## src/rtl/led_pattern_gen_if.sv

```systemverilog
// LED pattern generator control/status bundle.
// Board logic drives en/mode/speed; the generator returns the LED drive and a tick strobe.
interface led_pattern_gen_if #(
    parameter int NUM_LEDS = 8
);
    logic                en;
    logic [1:0]          mode;
    logic [1:0]          speed;
    logic [NUM_LEDS-1:0] led;
    logic                tick;

    modport master (output en, mode, speed, input led, tick);
    modport slave  (input en, mode, speed, output led, tick);
endinterface

```

## src/rtl/led_pattern_gen.sv

```systemverilog
// Run-time selectable LED pattern generator: binary count, bouncing scan,
// all-blink and PWM breathe, paced by a programmable tick prescaler.
module led_pattern_gen #(
    parameter int NUM_LEDS = 8,
    parameter int TICK_DIV = 6250000,
    parameter int PWM_BITS = 8
) (
    input  logic           clk,
    input  logic           rst_n,
    led_pattern_gen_if.slave bus
);

    localparam int CW = $clog2(TICK_DIV);
    localparam int PW = $clog2(NUM_LEDS);
    localparam logic [PW-1:0]       POS_MAX  = PW'(NUM_LEDS - 1);
    localparam logic [PWM_BITS-1:0] DUTY_MAX = '1;

    typedef enum logic [1:0] {
        M_BINARY  = 2'd0,
        M_SCAN    = 2'd1,
        M_BLINK   = 2'd2,
        M_BREATHE = 2'd3
    } mode_e;

    // Mode tracking
    mode_e active_mode;
    mode_e mode_nx;
    logic  mode_chg;

    // Prescaler
    logic [CW-1:0] cnt;
    logic [31:0]   period_m1;
    logic          wrap;
    logic          hit;

    // Pattern state
    logic [NUM_LEDS-1:0] step;
    logic [PW-1:0]       pos;
    logic                pos_dn;
    logic                phase;
    logic [PWM_BITS-1:0] duty;
    logic                duty_dn;
    logic [PWM_BITS-1:0] pwm_cnt;

    // Next-step values for the two bouncing counters
    logic [PW-1:0]       pos_nx;
    logic                pos_dn_nx;
    logic [PWM_BITS-1:0] duty_nx;
    logic                duty_dn_nx;

    // Outputs
    logic [NUM_LEDS-1:0] led_nx;
    logic [NUM_LEDS-1:0] led_scan;
    logic [NUM_LEDS-1:0] led_q;
    logic                tick_q;

    assign bus.led  = led_q;
    assign bus.tick = tick_q;

    // Tick period shrinks by powers of two with speed; compared with >= so a
    // speed-up that lands below the current count wraps on the very next cycle.
    assign period_m1 = (32'(TICK_DIV) >> bus.speed) - 32'd1;
    assign wrap      = (32'(cnt) >= period_m1);
    assign mode_chg  = (bus.mode != active_mode);
    // A mode change outranks a coincident tick.
    assign hit       = bus.en && !mode_chg && wrap;

    // Mode state register
    always_ff @(posedge clk or negedge rst_n) begin
        if (!rst_n) active_mode <= M_BINARY;
        else        active_mode <= mode_nx;
    end

    // Next mode: follow the requested mode whenever it differs
    always_comb begin
        mode_nx = active_mode;
        if (mode_chg) mode_nx = mode_e'(bus.mode);
    end

    // Prescaler count; restarts on a mode change, holds while disabled
    always_ff @(posedge clk or negedge rst_n) begin
        if (!rst_n)        cnt <= '0;
        else if (mode_chg) cnt <= '0;
        else if (bus.en)   cnt <= wrap ? '0 : cnt + CW'(1);
    end

    // Registered tick strobe, one cycle per pattern step
    always_ff @(posedge clk or negedge rst_n) begin
        if (!rst_n) tick_q <= 1'b0;
        else        tick_q <= hit;
    end

    // Free-running PWM counter for breathe mode
    always_ff @(posedge clk or negedge rst_n) begin
        if (!rst_n)        pwm_cnt <= '0;
        else if (mode_chg) pwm_cnt <= '0;
        else if (bus.en)   pwm_cnt <= pwm_cnt + PWM_BITS'(1);
    end

    // Scan position bounce: the end LED flips direction on the same tick so
    // it is never shown twice in a row
    always_comb begin
        pos_nx    = pos;
        pos_dn_nx = pos_dn;
        if (!pos_dn) begin
            if (pos == POS_MAX) begin
                pos_dn_nx = 1'b1;
                pos_nx    = pos - PW'(1);
            end else begin
                pos_nx    = pos + PW'(1);
            end
        end else begin
            if (pos == '0) begin
                pos_dn_nx = 1'b0;
                pos_nx    = pos + PW'(1);
            end else begin
                pos_nx    = pos - PW'(1);
            end
        end
    end

    // Breathe duty bounce, same no-repeat rule as the scan
    always_comb begin
        duty_nx    = duty;
        duty_dn_nx = duty_dn;
        if (!duty_dn) begin
            if (duty == DUTY_MAX) begin
                duty_dn_nx = 1'b1;
                duty_nx    = duty - PWM_BITS'(1);
            end else begin
                duty_nx    = duty + PWM_BITS'(1);
            end
        end else begin
            if (duty == '0) begin
                duty_dn_nx = 1'b0;
                duty_nx    = duty + PWM_BITS'(1);
            end else begin
                duty_nx    = duty - PWM_BITS'(1);
            end
        end
    end

    // Pattern state: cleared on mode change, advanced only on tick for the active mode
    always_ff @(posedge clk or negedge rst_n) begin
        if (!rst_n) begin
            step    <= '0;
            pos     <= '0;
            pos_dn  <= 1'b0;
            phase   <= 1'b0;
            duty    <= '0;
            duty_dn <= 1'b0;
        end else if (mode_chg) begin
            step    <= '0;
            pos     <= '0;
            pos_dn  <= 1'b0;
            phase   <= 1'b0;
            duty    <= '0;
            duty_dn <= 1'b0;
        end else if (hit) begin
            case (active_mode)
                M_BINARY: step <= step + NUM_LEDS'(1);
                M_SCAN: begin
                    pos    <= pos_nx;
                    pos_dn <= pos_dn_nx;
                end
                M_BLINK: phase <= ~phase;
                M_BREATHE: begin
                    duty    <= duty_nx;
                    duty_dn <= duty_dn_nx;
                end
                default: ;
            endcase
        end
    end

    // One-hot decode of the scan position
    always_comb begin
        led_scan      = '0;
        led_scan[pos] = 1'b1;
    end

    // Output decode: LED image for the active pattern
    always_comb begin
        led_nx = '0;
        case (active_mode)
            M_BINARY:  led_nx = step;
            M_SCAN:    led_nx = led_scan;
            M_BLINK:   led_nx = {NUM_LEDS{phase}};
            M_BREATHE: led_nx = {NUM_LEDS{pwm_cnt < duty}};
            default:   led_nx = '0;
        endcase
    end

    // Registered LED drive, forced dark while disabled
    always_ff @(posedge clk or negedge rst_n) begin
        if (!rst_n) led_q <= '0;
        else        led_q <= bus.en ? led_nx : '0;
    end

endmodule
```

## src/flat_wrapper.sv

```systemverilog
// flat-port wrapper written by rule: the top's interface ports become plain ports
module led_pattern_gen_flat 
#(
    parameter int NUM_LEDS = 8,
    parameter int TICK_DIV = 6250000,
    parameter int PWM_BITS = 8
)
  (clk, rst_n, bus_en, bus_mode, bus_speed, bus_led, bus_tick);
  led_pattern_gen_if #(.NUM_LEDS(NUM_LEDS)) bus_i ();
  input  logic clk;
  input  logic rst_n;
  input wire logic [$bits(bus_i.en)-1:0] bus_en;
  input wire logic [$bits(bus_i.mode)-1:0] bus_mode;
  input wire logic [$bits(bus_i.speed)-1:0] bus_speed;
  output wire logic [$bits(bus_i.led)-1:0] bus_led;
  output wire logic [$bits(bus_i.tick)-1:0] bus_tick;
  assign bus_i.en = bus_en;
  assign bus_i.mode = bus_mode;
  assign bus_i.speed = bus_speed;
  assign bus_led = bus_i.led;
  assign bus_tick = bus_i.tick;
  led_pattern_gen #(.NUM_LEDS(NUM_LEDS), .TICK_DIV(TICK_DIV), .PWM_BITS(PWM_BITS)) u_core (.clk(clk), .rst_n(rst_n), .bus(bus_i));
endmodule
```

## config.mk

```make
export PLATFORM = sky130hd
export DESIGN_NAME = led_pattern_gen_flat
export DESIGN_NICKNAME = d
export VERILOG_FILES = /design/src/rtl/led_pattern_gen_if.sv /design/src/rtl/led_pattern_gen.sv /design/src/flat_wrapper.sv
export SDC_FILE = /design/constraint.sdc
export NUM_CORES = 1
export LEC_CHECK = 0
export CAP_MARGIN = 10
export CELL_PAD_IN_SITES_DETAIL_PLACEMENT = 1
export CELL_PAD_IN_SITES_GLOBAL_PLACEMENT = 1
export CORE_UTILIZATION = 48
export CTS_CLUSTER_SIZE = 10
export DETAILED_ROUTE_END_ITERATION = 6
export GPL_TIMING_DRIVEN = 0
export PLACE_DENSITY_LB_ADDON = 0.25
export SKIP_CTS_REPAIR_TIMING = 1
export SYNTH_ARGS = -nofsm -noshare
export SYNTH_HDL_FRONTEND = slang
export SYNTH_SLANG_ARGS = --single-unit
```

## constraint.sdc

```tcl
create_clock -name clk -period 3.3 [get_ports clk]
set_clock_uncertainty 0.15 [all_clocks]
set_input_delay 0.495 -clock clk [delete_from_list [all_inputs] [get_ports clk]]
set_output_delay 0.495 -clock clk [all_outputs]
set_load 0.02 [all_outputs]
```

## After elaboration in Yosys (flattened, before gate mapping)

Cells that the tools add are included.

- Eq/ne operators: 6
- Shifts and indexed selects: 1
- Add/sub/neg operators: 8
- Multiplexer cells: 39
- Reductions and logical operators: 17
- Order comparisons: 4
- Bitwise gates (word level): 1

Operators by type and width:

| operator | count |
|---|---|
| 2-to-1 mux 8 bit | 12 |
| 2-to-1 mux 23 bit | 3 |
| >= comparator 23 x 32 -> 1 bit | 1 |
| case mux 8 bit (4 select lines) | 1 |
| right shift 23 x 2 -> 32 bit, first input constant | 1 |
| subtractor 32 x 1 -> 32 bit, second input constant | 1 |
| adder 8 x 1 -> 8 bit, second input constant | 3 |
| adder 23 x 1 -> 23 bit, second input constant | 1 |
| 2-to-1 mux 3 bit | 6 |
| 2-to-1 mux 1 bit | 16 |
| nonzero test 2 bit | 6 |
| equality test 8 bit, second input constant | 1 |
| zero test 8 bit | 1 |
| less-than comparator 8 bit | 1 |
| AND reduction 2 bit | 4 |
| subtractor 8 x 1 -> 8 bit, second input constant | 1 |
| equality test 2 bit, second input constant | 2 |
| less-than comparator 3 x 4 -> 1 bit, second input constant | 1 |
| adder 3 x 1 -> 3 bit, second input constant | 1 |
| demux 1 bit (select 3 bit) | 1 |
| equality test 3 bit, second input constant | 1 |
| >= comparator 3 x 1 -> 1 bit, second input constant | 1 |
| logical AND 1 bit | 3 |
| zero test 3 bit | 1 |
| other kinds (6) | 6 |

- Output and inout port bits: 9
- Flip-flop bits (word level): 64

## Longest topological paths before layout

Gate-level depths: netlist of the first run.

- Depth in word-level cells: 6
- Gate-level depth with buffers: 12
- Depth with buffers taken out: 10

## Worst setup path after synthesis of the first run

No wires, ideal clock.

- Path kind: input -> register
- Start: input port bus_speed[1]
- End: register u_core.cnt[20]
- Slack: 0.557 ns
- Stages on the path: 10
- Required time: 3.046 ns
- Setup time: 0.104 ns
- Arrival: 2.489 ns
- Path buffers: 1
- Cell sequence: nor2_1 -> inv_1 -> ha_1 -> a2111oi_2 -> o21ai_1 -> a211o_1 -> a21oi_4 -> buf_6 -> nand3_4 -> o41ai_2

- Cells in the longest elaborated chain, start to end: 6

RTL lines:

| what | line | RTL |
|---|---|---|
| start, declared | flat_wrapper.sv:14 | `input wire logic [$bits(bus_i.speed)-1:0] bus_speed;` |
| right shift 23 x 2 -> 32 bit | led_pattern_gen.sv:62 | `assign period_m1 = (32'(TICK_DIV) >> bus.speed) - 32'd1;` |
| subtractor 32 x 1 -> 32 bit | led_pattern_gen.sv:62 |  |
| >= comparator 23 x 32 -> 1 bit | led_pattern_gen.sv:63 | `assign wrap = (32'(cnt) >= period_m1);` |
| 2-to-1 mux 23 bit (2 in a row) | led_pattern_gen.sv:84 | `else if (bus.en) cnt <= wrap ? '0 : cnt + CW'(1);` |
| 2-to-1 mux 23 bit | led_pattern_gen.sv:83 | `else if (mode_chg) cnt <= '0;` |
| end signal, assigned | led_pattern_gen.sv:84 |  |
| end, declared | led_pattern_gen.sv:31 | `logic [CW-1:0] cnt;` |

No other way between the ends. The select of a mux whose other input is x is not followed.
A chain may end at the register's enable or synchronous reset.

## Final worst setup path of the first run

- Start: input port bus_speed[1]
- End: register u_core.cnt[14]

Same word-level chain as after synthesis.

==> results.toml, run 1 <==
[sta]
max_slew.worst_pin.slew_ns = 0.8548
final.hold.worst_slack_ns = 0.09322
slew_headroom = 0.4301
maxClockFrequency_mhz = 332.9
drv_slew = 0
unrepaired_setup_endpoints_after_global_routing = "no"
final.min_clock_period_ns = 3.004
count_of_final_hold_check_violations = 0
layout_worst_path_cycle_share = 0.9104
finalSetupViolCount = 0

[routing]
route.top_layer_used = "met4"
routed_wl_um = 11890
drtIter0Drc = 144
final_antenna_net_count = 0
dr_wl_met2_um = 5798
dr.pass1.iters = 4
via_count = 3789
drc_errors = 0
routed-wl-met3_um = 412
route.detailed.vias_per_inst = 6.171
routedLengthMet1_um = 5521
wl_per_cell_um = 19.36

[synthesis]
synth_warnings = 0
yosysTopAreaCell = "sky130_fd_sc_hd__dfrtp_1"
synthDominantCellAreaShare = 0.3797
synthesis.area_sq_um = 4218
largest_cells_by_area_after_synthesis = "sky130_fd_sc_hd__dfrtp_1, sky130_fd_sc_hd__ha_1, sky130_fd_sc_hd__a21oi_1, sky130_fd_sc_hd__nand2_1, sky130_fd_sc_hd__nor2_1"
synth_cells = 476
postSynthNetCount = 518
seq_area_frac_synth = 0.3797
postSynthRegisterBits = 64
synth.avg_cell_area_sq_um = 8.861
synth.most_common_cell = "sky130_fd_sc_hd__dfrtp_1"
dominantRegCellSynth = "sky130_fd_sc_hd__dfrtp_1"
number_of_flops_mapped_to_enable_cells_by_yosys = 0
synth_top_cells_by_count = "sky130_fd_sc_hd__dfrtp_1, sky130_fd_sc_hd__nand2_1, sky130_fd_sc_hd__a21oi_1, sky130_fd_sc_hd__nor2_1, sky130_fd_sc_hd__ha_1"
ys_types = 57
synth-async-reset-ratio = 1.000

[setup_path]
critical_path_required_ns = 3.40
worst_path_max_delay_cell = "sky130_fd_sc_hd__a211o_2"
critical_path.endpoint_type = "register"
timing.critical_path.slowest_cell_delay_ns = 0.39
kind_of_cell_adding_the_most_delay_to_the_critical_path = "compound AO/OA/AOI/OAI gates"
worstPathMaxFanout = 10
cp.buffers_inverters = 4
worst_setup_path_start_kind = "input port"
rr_startpoint = "u_core.cnt[3]$_DFFE_PN0P_"
timing.reg2reg.setup_slack_ns = 0.41
worst_ep_arrival_time_ns = 3.10
reg2reg_depth = 9
rr_endpoint = "u_core.cnt[14]$_DFFE_PN0P_"
timing.critical_path.cells = "dlymetal6s2s_1 > nor2_4 > inv_1 > ha_1 > a2111oi_2 > o21ai_1 > a211o_2 > a211oi_2 > buf_6 > buf_6 > a21oi_1 > a31oi_1"
setup.worst_path.class = "input port to register"
worst_path_most_repeated_cell = "sky130_fd_sc_hd__buf_6"

[finish]
layout-drive-gt1-share = 0.09430
design_area_sq_um = 4767
syn_to_final_growth_pct = 13.02
postLayoutCoreUtil = 0.5716
antenna_cells_inserted = 0
number_of_nets_in_the_final_layout = 546
fin_cells = 614

[die]
die-height_um = 95.74
floorplan.initialDensity = 0.5057
die_area_sq_um = 9166
die_w_um = 95.74
pin_count = 16
rows = 33
core_region_area_sq_um = 8341

[placed_design]
dp_cells = 596
dp.final_hpwl_um = 8530
gp_congestion = 0.8535
io_buffer_count = 15
placed_area_sq_um = 4497

[global_routing]
total_congestion_overflow_after_global_routing = 0
grt_start_max_net_pins = 65
vias_in_the_first_global_route = 3885
grt_use_total = 0.2803
grt_pass1_wl_um = 19470
number_of_antenna_violations_at_the_first_check_in_global_routing = 0

[pwr]
ir_drop_mv = 0.1932
leakage_nw = 2.072
power_per_unit_of_standard_cell_area_nw_per_um2 = 369.5

[clocking]
cts_root_buf = "sky130_fd_sc_hd__clkbuf_8"
clkSlewWorstSetupHoldPaths_ns = 0.09
htree_depth = 3
insertion_delay_ns = 0.35
cts_tree = "yes"
num_clock_sinks = 64
cts-root-to-sink-buffers = 2
cts-buffers-inserted = 9

[job]
drv_cap = 0

[min_path]
hold_class = "input port to asynchronous set/reset pin"

[status]
run_status = "finished clean"
==> worst max-delay path by stage <==
stage | start | endpoint | cells past startpoint
floorplan | bus_speed[1] | u_core.cnt[20]$_DFFE_PN0P_ | 10
global placement | rst_n | u_core.cnt[15]$_DFFE_PN0P_ | 1
detailed placement | bus_speed[1] | u_core.cnt[20]$_DFFE_PN0P_ | 11
CTS | bus_speed[1] | u_core.cnt[20]$_DFFE_PN0P_ | 11
global route | bus_speed[1] | u_core.cnt[14]$_DFFE_PN0P_ | 12
finish | bus_speed[1] | u_core.cnt[14]$_DFFE_PN0P_ | 12
==> routing by layer <==
layer,GRT usage,vias to the layer above
met5,0,-
met3,0.03712,15
met4,0.1107,0
li1,-,1796
met2,0.4649,61
met1,0.3706,1917
==> stage by stage <==
| stage | power (mW) | setup TNS [ns] | setup slack, ns |
|---|---|---|---|
| final | 1.761 | 0 | 0.2958 |
| after global routing | 1.820 | 0 | 0.1499 |
| after CTS | 1.762 | -2.786 | -0.2309 |
| after detailed placement | 0.9828 | -16.60 | -0.5296 |
| after global placement | 0.9747 | -56.00 | -0.6440 |
| after floorplan | 0.9081 | 0 | 0.5572 |
==> power by group <==
group | total (mW) | internal (mW) | switching [mW] | leakage [nW]
sequential | 0.800 | 0.793 | 0.00674 | 0.884
clock | 0.787 | 0.433 | 0.354 | 0.107
combinational | 0.174 | 0.0555 | 0.119 | 1.08
total | 1.76 | 1.28 | 0.480 | 2.07
==> worst register-to-register path, cell delays in order (launching register included) <==
cell and delay (ns):
sky130_fd_sc_hd__dfrtp_1 0.45, sky130_fd_sc_hd__ha_1 0.36, sky130_fd_sc_hd__a2111oi_2 0.36, sky130_fd_sc_hd__o21ai_1 0.12
sky130_fd_sc_hd__a211o_2 0.39, sky130_fd_sc_hd__a211oi_2 0.32, sky130_fd_sc_hd__buf_6 0.20, sky130_fd_sc_hd__buf_6 0.17
sky130_fd_sc_hd__a21oi_1 0.08, sky130_fd_sc_hd__a31oi_1 0.19
==> layout make-up <==
cell class                      count  area, sq um
Inverter                           18        67.56
Timing Repair Buffer               17        167.7
Multi-Input combinational cell    368         2435
Sequential cell                    64         1602
Fill cell                         986         3573
Clock inverter                      7        101.3
Buffer                             26        138.9
Clock buffer                        9        123.9
Tap cell                          105        131.4
==> state kept, by name, summed over array words and instances, names as in the netlist <==
register and cells:
u_core.step 8, u_core.duty_dn 1, u_core.pos 3, u_core.duty 8, u_core.phase 1, u_core.pos_dn 1, u_core.bus.tick 1, u_core.active_mode 2
u_core.cnt 23, u_core.pwm_cnt 8, u_core.bus.led 8
==> cells by family (layout without fill, tap and decap cells) <==
kind of cell,Yosys count,count (layout),synth area share
AOI/OAI and AO/OA,130,130,0.2035
xor gates and xnor gates,11,11,0.02284
adders and majority gates,35,35,0.1038
buffers and inverters,44,77,0.04746
DFF,64,64,0.3797
muxes,8,8,0.01988
other,1,1,0.0008891
and+or+nand+nor,183,183,0.2219
==> cell usage in the layout, fill, tap and decap left out, types with 4 or more instances in the layout <==
cell,n
sky130_fd_sc_hd__dfrtp_1,64
sky130_fd_sc_hd__nand2_1,46
sky130_fd_sc_hd__a21oi_1,45
sky130_fd_sc_hd__nor2_1,35
sky130_fd_sc_hd__ha_1,35
sky130_fd_sc_hd__o21ai_0,26
sky130_fd_sc_hd__nand3_1,23
sky130_fd_sc_hd__inv_1,18
sky130_fd_sc_hd__nand4_1,18
sky130_fd_sc_hd__or3_1,13
sky130_fd_sc_hd__clkbuf_1,12
sky130_fd_sc_hd__clkdlybuf4s50_1,12
sky130_fd_sc_hd__a31oi_1,11
sky130_fd_sc_hd__clkbuf_8,9
sky130_fd_sc_hd__nor3_1,8
sky130_fd_sc_hd__and3_1,8
sky130_fd_sc_hd__buf_2,6
sky130_fd_sc_hd__a21o_1,6
sky130_fd_sc_hd__xor2_1,6
sky130_fd_sc_hd__o31ai_1,6
sky130_fd_sc_hd__or4_1,6
sky130_fd_sc_hd__mux2i_1,5
sky130_fd_sc_hd__xnor2_1,5
sky130_fd_sc_hd__nand2b_1,4
sky130_fd_sc_hd__o21ai_1,4
sky130_fd_sc_hd__a41oi_1,4
sky130_fd_sc_hd__and2_1,4
sky130_fd_sc_hd__buf_6,4
sky130_fd_sc_hd__a22o_1,4
No activity file was read; power rests on OpenSTA's default activity.
==> run 2: changes to the inputs <==
- MAX_ROUTING_LAYER: unset -> met4
==> run 2 against run 1 <==
Utilization unchanged. Sequential share of layout area unchanged. Flip-flop and latch count unchanged. Non-clock buffer count unchanged. Clock power about the same. Sequential power about the same. Count of clock-buffer cells in the layout unchanged.
==> results.toml, run 2 (same netlist as run 1, synthesis figures left out) <==
[sta]
max_slew.worst_pin.slew_ns = 0.8563
postLayoutSetupSlackWorst_ns = 0.2905
maxClockFrequency_mhz = 332.3
final.min_clock_period_ns = 3.009
layout_worst_path_cycle_share = 0.9120
count_of_final_hold_check_violations = 0
finalSetupViolCount = 0
unrepaired_setup_endpoints_after_global_routing = "no"
slew_headroom = 0.4291
final.hold.worst_slack_ns = 0.09186
drv_slew = 0

[pwr]
share_clk_of_total_power = 0.447
p_sw_frac = 0.2730
power.combinational.fraction = 0.099
total_switching_power_mw = 0.4812
leakage_nw = 2.072
power_per_unit_of_standard_cell_area_nw_per_um2 = 369.8
power.total_mw = 1.763
p_int_mw = 1.282
power.share.sequential = 0.454
ir_drop_mv = 0.1961

[setup_path]
setup.worst_path.class = "input port to register"
timing.critical_path.cells = "dlymetal6s2s_1 > nor2_4 > inv_1 > ha_1 > a2111oi_2 > o21ai_1 > a211o_2 > a211oi_2 > buf_6 > buf_6 > o21ai_1 > a31oi_1"
critical_path_required_ns = 3.40
worst_path_max_delay_cell = "sky130_fd_sc_hd__a211o_2"
worstPathMaxFanout = 10
cp.buffers_inverters = 4
critical_path.endpoint_type = "register"
kind_of_cell_adding_the_most_delay_to_the_critical_path = "compound AO/OA/AOI/OAI gates"
worst_setup_path_start_kind = "input port"
timing.critical_path.slowest_cell_delay_ns = 0.39
worst_ep_arrival_time_ns = 3.11

[die]
floorplan.initialDensity = 0.5057
die-height_um = 95.74
core_region_area_sq_um = 8341
rows = 33
pin_count = 16
die_w_um = 95.74
die_area_sq_um = 9166

[routing]
route.detailed.vias_per_inst = 6.200
dr.pass1.iters = 4
via_count = 3807
drc_errors = 0
routed_wl_um = 11930
wl_per_cell_um = 19.43
drtIter0Drc = 126
final_antenna_net_count = 0

[clocking]
num_clock_sinks = 64
insertion_delay_ns = 0.35
clkSlewWorstSetupHoldPaths_ns = 0.09
cts-root-to-sink-buffers = 2
cts_root_buf = "sky130_fd_sc_hd__clkbuf_8"
cts-buffers-inserted = 9
cts_tree = "yes"
htree_depth = 3

[global_routing]
grt_start_max_net_pins = 65
grt_use_total = 0.2886
grt_pass1_wl_um = 19490
number_of_antenna_violations_at_the_first_check_in_global_routing = 0
vias_in_the_first_global_route = 3876
total_congestion_overflow_after_global_routing = 0

[placed_design]
dp.final_hpwl_um = 8530
preCtsSetupSlack_ns = -0.5296
placed_area_sq_um = 4497
io_buffer_count = 15
gp_congestion = 0.8671

[finish]
layout.cells.most_common_list = "sky130_fd_sc_hd__dfrtp_1, sky130_fd_sc_hd__nand2_1, sky130_fd_sc_hd__a21oi_1, sky130_fd_sc_hd__nor2_1, sky130_fd_sc_hd__ha_1"
antenna_cells_inserted = 0
postLayoutCoreUtil = 0.5716
number_of_nets_in_the_final_layout = 546
layout-drive-gt1-share = 0.09430
top_register = "u_core.cnt"
largest_register_ff_count = 23
design_area_sq_um = 4767
syn_to_final_growth_pct = 13.02
final_common_cell = "sky130_fd_sc_hd__dfrtp_1"

[job]
drv_cap = 0

[status]
run_status = "finished clean"

[min_path]
hold_class = "input port to asynchronous set/reset pin"
==> run 2: cell type report <==
type | count | area (sq um)
buffer | 26 | 138.9
clock buffer | 9 | 123.9
clock inverter | 7 | 101.3
fill | 986 | 3573
inverter | 18 | 67.56
multi-input combinational | 368 | 2435
sequential | 64 | 1602
tap | 105 | 131.4
timing repair buffer | 17 | 167.7
==> run 2: per-layer routing <==
layer	wire [um]	vias to the layer above	GRT usage	part of all wire
met2	5804	73	0.4655	0.49
met5	0	-	-	0
met1	5517	1909	0.3706	0.46
met3	384	25	0.03712	0.032
li1	-	1800	-	-
met4	226	0	0.1107	0.019
==> run 2: power by group through the flow <==
stage | clock network (mW) | logic (mW) | registers, mW
after global routing | 0.824 | 0.192 | 0.801
after global placement | 0 | 0.160 | 0.814
after detailed placement | 0 | 0.168 | 0.815
after CTS | 0.793 | 0.170 | 0.800
final | 0.789 | 0.175 | 0.800
after floorplan | 0 | 0.0879 | 0.820
==> run 2: metrics by stage <==
step	std cells	setup TNS, ns
floorplan	476	0
global placement	596	-56.00
detailed placement	596	-16.60
CTS	612	-2.786
global route	614	0
finish	614	0
==> run 2: worst paths after layout <==
kind	startpoint	end	slack, ns	cells after the start
min in group clk	u_core.cnt[18]$_DFFE_PN0P_	u_core.cnt[18]$_DFFE_PN0P_	0.40	1
worst min register to register	u_core.cnt[18]$_DFFE_PN0P_	u_core.cnt[18]$_DFFE_PN0P_	0.40	1
worst max-delay path	bus_speed[1]	u_core.cnt[14]$_DFFE_PN0P_	0.29	12
worst max register to register	u_core.cnt[3]$_DFFE_PN0P_	u_core.cnt[14]$_DFFE_PN0P_	0.40	9
max in group asynchronous	rst_n	u_core.duty[7]$_DFFE_PN0P_	2.33	1
worst min-delay path	rst_n	u_core.bus.led[3]$_DFF_PN0_	0.09	1
==> run 2: worst reg2reg max path: stages (launching register included) <==
cell and delay (ns):
sky130_fd_sc_hd__dfrtp_1 0.46, sky130_fd_sc_hd__ha_1 0.36, sky130_fd_sc_hd__a2111oi_2 0.35, sky130_fd_sc_hd__o21ai_1 0.12, sky130_fd_sc_hd__a211o_2 0.39, sky130_fd_sc_hd__a211oi_2 0.32
sky130_fd_sc_hd__buf_6 0.20, sky130_fd_sc_hd__buf_6 0.16, sky130_fd_sc_hd__o21ai_1 0.08, sky130_fd_sc_hd__a31oi_1 0.22
==> run 3: changes to the inputs <==
- SETUP_SLACK_MARGIN: unset -> 0.5
- clock period: 3.3 -> 2.95 ns (I/O delays scaled with it)
==> run 3 against run 2 <==
Utilization grew 5.8 points. Routed wire length increased by 29%. Global-route usage about the same. Largest power group unchanged.
==> results.toml, run 3 (same netlist as run 1, synthesis figures left out) <==
[status]
run_status = "finished clean"

[sta]
maxClockFrequency_mhz = 362.1
final.min_clock_period_ns = 2.761
layout_worst_path_cycle_share = 0.9360
fin_setup_tns_ns = 0
slew_headroom = 0.4241
drv_slew = 0
max_slew.worst_pin.slew_ns = 0.8639
count_of_final_hold_check_violations = 0
unrepaired_setup_endpoints_after_global_routing = "yes"
finalSetupViolCount = 0
final.hold.worst_slack_ns = 0.05013

[pwr]
power.share.sequential = 0.454
leakage_nw = 2.230
power.total_mw = 1.973
power.combinational.fraction = 0.126
p_sw_frac = 0.2855
share_clk_of_total_power = 0.420
power_per_unit_of_standard_cell_area_nw_per_um2 = 375.8
p_int_mw = 1.410
total_switching_power_mw = 0.5634
ir_drop_mv = 0.2458

[placed_design]
dp_cells = 596
dp.final_hpwl_um = 8487
gp_congestion = 0.8755
io_buffer_count = 15

[global_routing]
total_congestion_overflow_after_global_routing = 0
vias_in_the_first_global_route = 3951
grt_pass1_wl_um = 19670
grt_use_total = 0.2885
grt_start_max_net_pins = 65
number_of_antenna_violations_at_the_first_check_in_global_routing = 0

[clocking]
cts-root-to-sink-buffers = 2
cts_root_buf = "sky130_fd_sc_hd__clkbuf_8"
cts_tree = "yes"
num_clock_sinks = 64
clkSlewWorstSetupHoldPaths_ns = 0.08
htree_depth = 3
insertion_delay_ns = 0.35
cts-buffers-inserted = 9

[setup_path]
critical_path.endpoint_type = "register"
worst_setup_path_start_kind = "register"
worst_ep_arrival_time_ns = 2.85
worstPathMaxFanout = 9
worst_path_max_delay_cell = "sky130_fd_sc_hd__nor2_2"
timing.critical_path.cells = "clkbuf_1 > xor2_1 > nor2_2 > nand2_1 > a211oi_2 > buf_6 > buf_8 > a21oi_2 > a31oi_1"
timing.critical_path.slowest_cell_delay_ns = 0.50
rr_endpoint = "u_core.cnt[2]$_DFFE_PN0P_"
setup.worst_path.class = "register to register"
reg2reg_depth = 9
critical_path_required_ns = 3.03
timing.reg2reg.setup_slack_ns = 0.19
kind_of_cell_adding_the_most_delay_to_the_critical_path = "simple AND/OR/NAND/NOR gates"
rr_startpoint = "u_core.active_mode[0]$_DFFE_PN0N_"
cp.buffers_inverters = 3

[routing]
final_antenna_net_count = 0
routed-wl-met3_um = 867
drtIter0Drc = 233
via_count = 4222
dr_wl_met2_um = 7573
wl_per_cell_um = 24.05
route.top_layer_used = "met4"
routedLengthMet1_um = 6276
drc_errors = 0
route.detailed.vias_per_inst = 6.597
routed_wl_um = 15390
dr.pass1.iters = 5

[finish]
largest_register_ff_count = 23
layout.cells.most_common_list = "sky130_fd_sc_hd__dfrtp_1, sky130_fd_sc_hd__nand2_1, sky130_fd_sc_hd__nor2_1, sky130_fd_sc_hd__a21oi_1, sky130_fd_sc_hd__ha_1"
syn_to_final_growth_pct = 24.50
number_of_nets_in_the_final_layout = 572
filler_cell_count = 955
fin_cells = 640
antenna_cells_inserted = 0
layout-drive-gt1-share = 0.2150
postLayoutCoreUtil = 0.6296
final_common_cell = "sky130_fd_sc_hd__dfrtp_1"
top_register = "u_core.cnt"

[die]
core_region_area_sq_um = 8341
die_w_um = 95.74
die-height_um = 95.74
floorplan.initialDensity = 0.5057
rows = 33
die_area_sq_um = 9166
pin_count = 16

[min_path]
hold_class = "input port to asynchronous set/reset pin"

[job]
drv_cap = 0
-- run 3: cell count changes in the layout (fill, tap and decap cells not counted), moves of 6 or more --
cell                      before  now
sky130_fd_sc_hd__a21oi_1      45   34
sky130_fd_sc_hd__a21oi_2       0   11
sky130_fd_sc_hd__buf_6         4   10
sky130_fd_sc_hd__ha_1         35   29
sky130_fd_sc_hd__buf_4         3   22
-- run 3: power groups by stage --
| stage | Combinational (mW) | Sequential (mW) | Clock, mW |
|---|---|---|---|
| 4_1_cts | 0.197 | 0.895 | 0.809 |
| 6_report | 0.248 | 0.896 | 0.830 |
| 3_3_place_gp | 0.187 | 0.911 | 0 |
| 2_1_floorplan | 0.104 | 0.917 | 0 |
| 3_5_place_dp | 0.195 | 0.912 | 0 |
| 5_1_grt | 0.263 | 0.897 | 0.864 |
-- run 3: per-stage QoR --
stage,worst slack (ns),area [sq um]
after global placement,-0.9363,4559
after global routing,0.1101,5251
after detailed placement,-0.8183,4557
after floorplan,0.4132,4278
final,0.1887,5251
after CTS,-0.4847,4763
-- run 3: final cells by class --
type	instances	area, sq um	share of cell area
Buffer	26	166.4	0.03169
Clock buffer	11	151.4	0.02883
Clock inverter	5	55.05	0.01048
Inverter	18	67.56	0.01287
Multi-Input combinational cell	368	2645	0.5037
Sequential cell	64	1608	0.3062
Tap cell	105	131.4	0.02502
Timing Repair Buffer	43	426.7	0.08125
-- run 3: how the worst max path moves through the flow --
stage,from,slack [ns],endpoint,cells after the start
after detailed placement,bus_speed[1],-0.82,u_core.cnt[18]$_DFFE_PN0P_,12
after CTS,bus_speed[1],-0.48,u_core.cnt[18]$_DFFE_PN0P_,12
after global placement,rst_n,-0.94,u_core.cnt[22]$_DFFE_PN0P_,1
final,u_core.active_mode[0]$_DFFE_PN0N_,0.19,u_core.cnt[2]$_DFFE_PN0P_,9
after global routing,u_core.active_mode[0]$_DFFE_PN0N_,0.11,u_core.cnt[13]$_DFFE_PN0P_,9
after floorplan,bus_speed[0],0.41,u_core.cnt[20]$_DFFE_PN0P_,10
-- run 3: metal layers --
metal / up-vias / GRT usage
met1: 2101 / 0.3724
met3: 62 / 0.03318
met5: - / -
met4: 0 / 0.09701
li1: 1863 / -
met2: 196 / 0.4732
-- run 3: worst reg2reg max path: stages (launching register included) --
cell and delay (ns):
sky130_fd_sc_hd__dfrtp_1 0.34, sky130_fd_sc_hd__clkbuf_1 0.32, sky130_fd_sc_hd__xor2_1 0.21, sky130_fd_sc_hd__nor2_2 0.50, sky130_fd_sc_hd__nand2_1 0.22, sky130_fd_sc_hd__a211oi_2 0.26
sky130_fd_sc_hd__buf_6 0.21, sky130_fd_sc_hd__buf_8 0.15, sky130_fd_sc_hd__a21oi_2 0.06, sky130_fd_sc_hd__a31oi_1 0.23
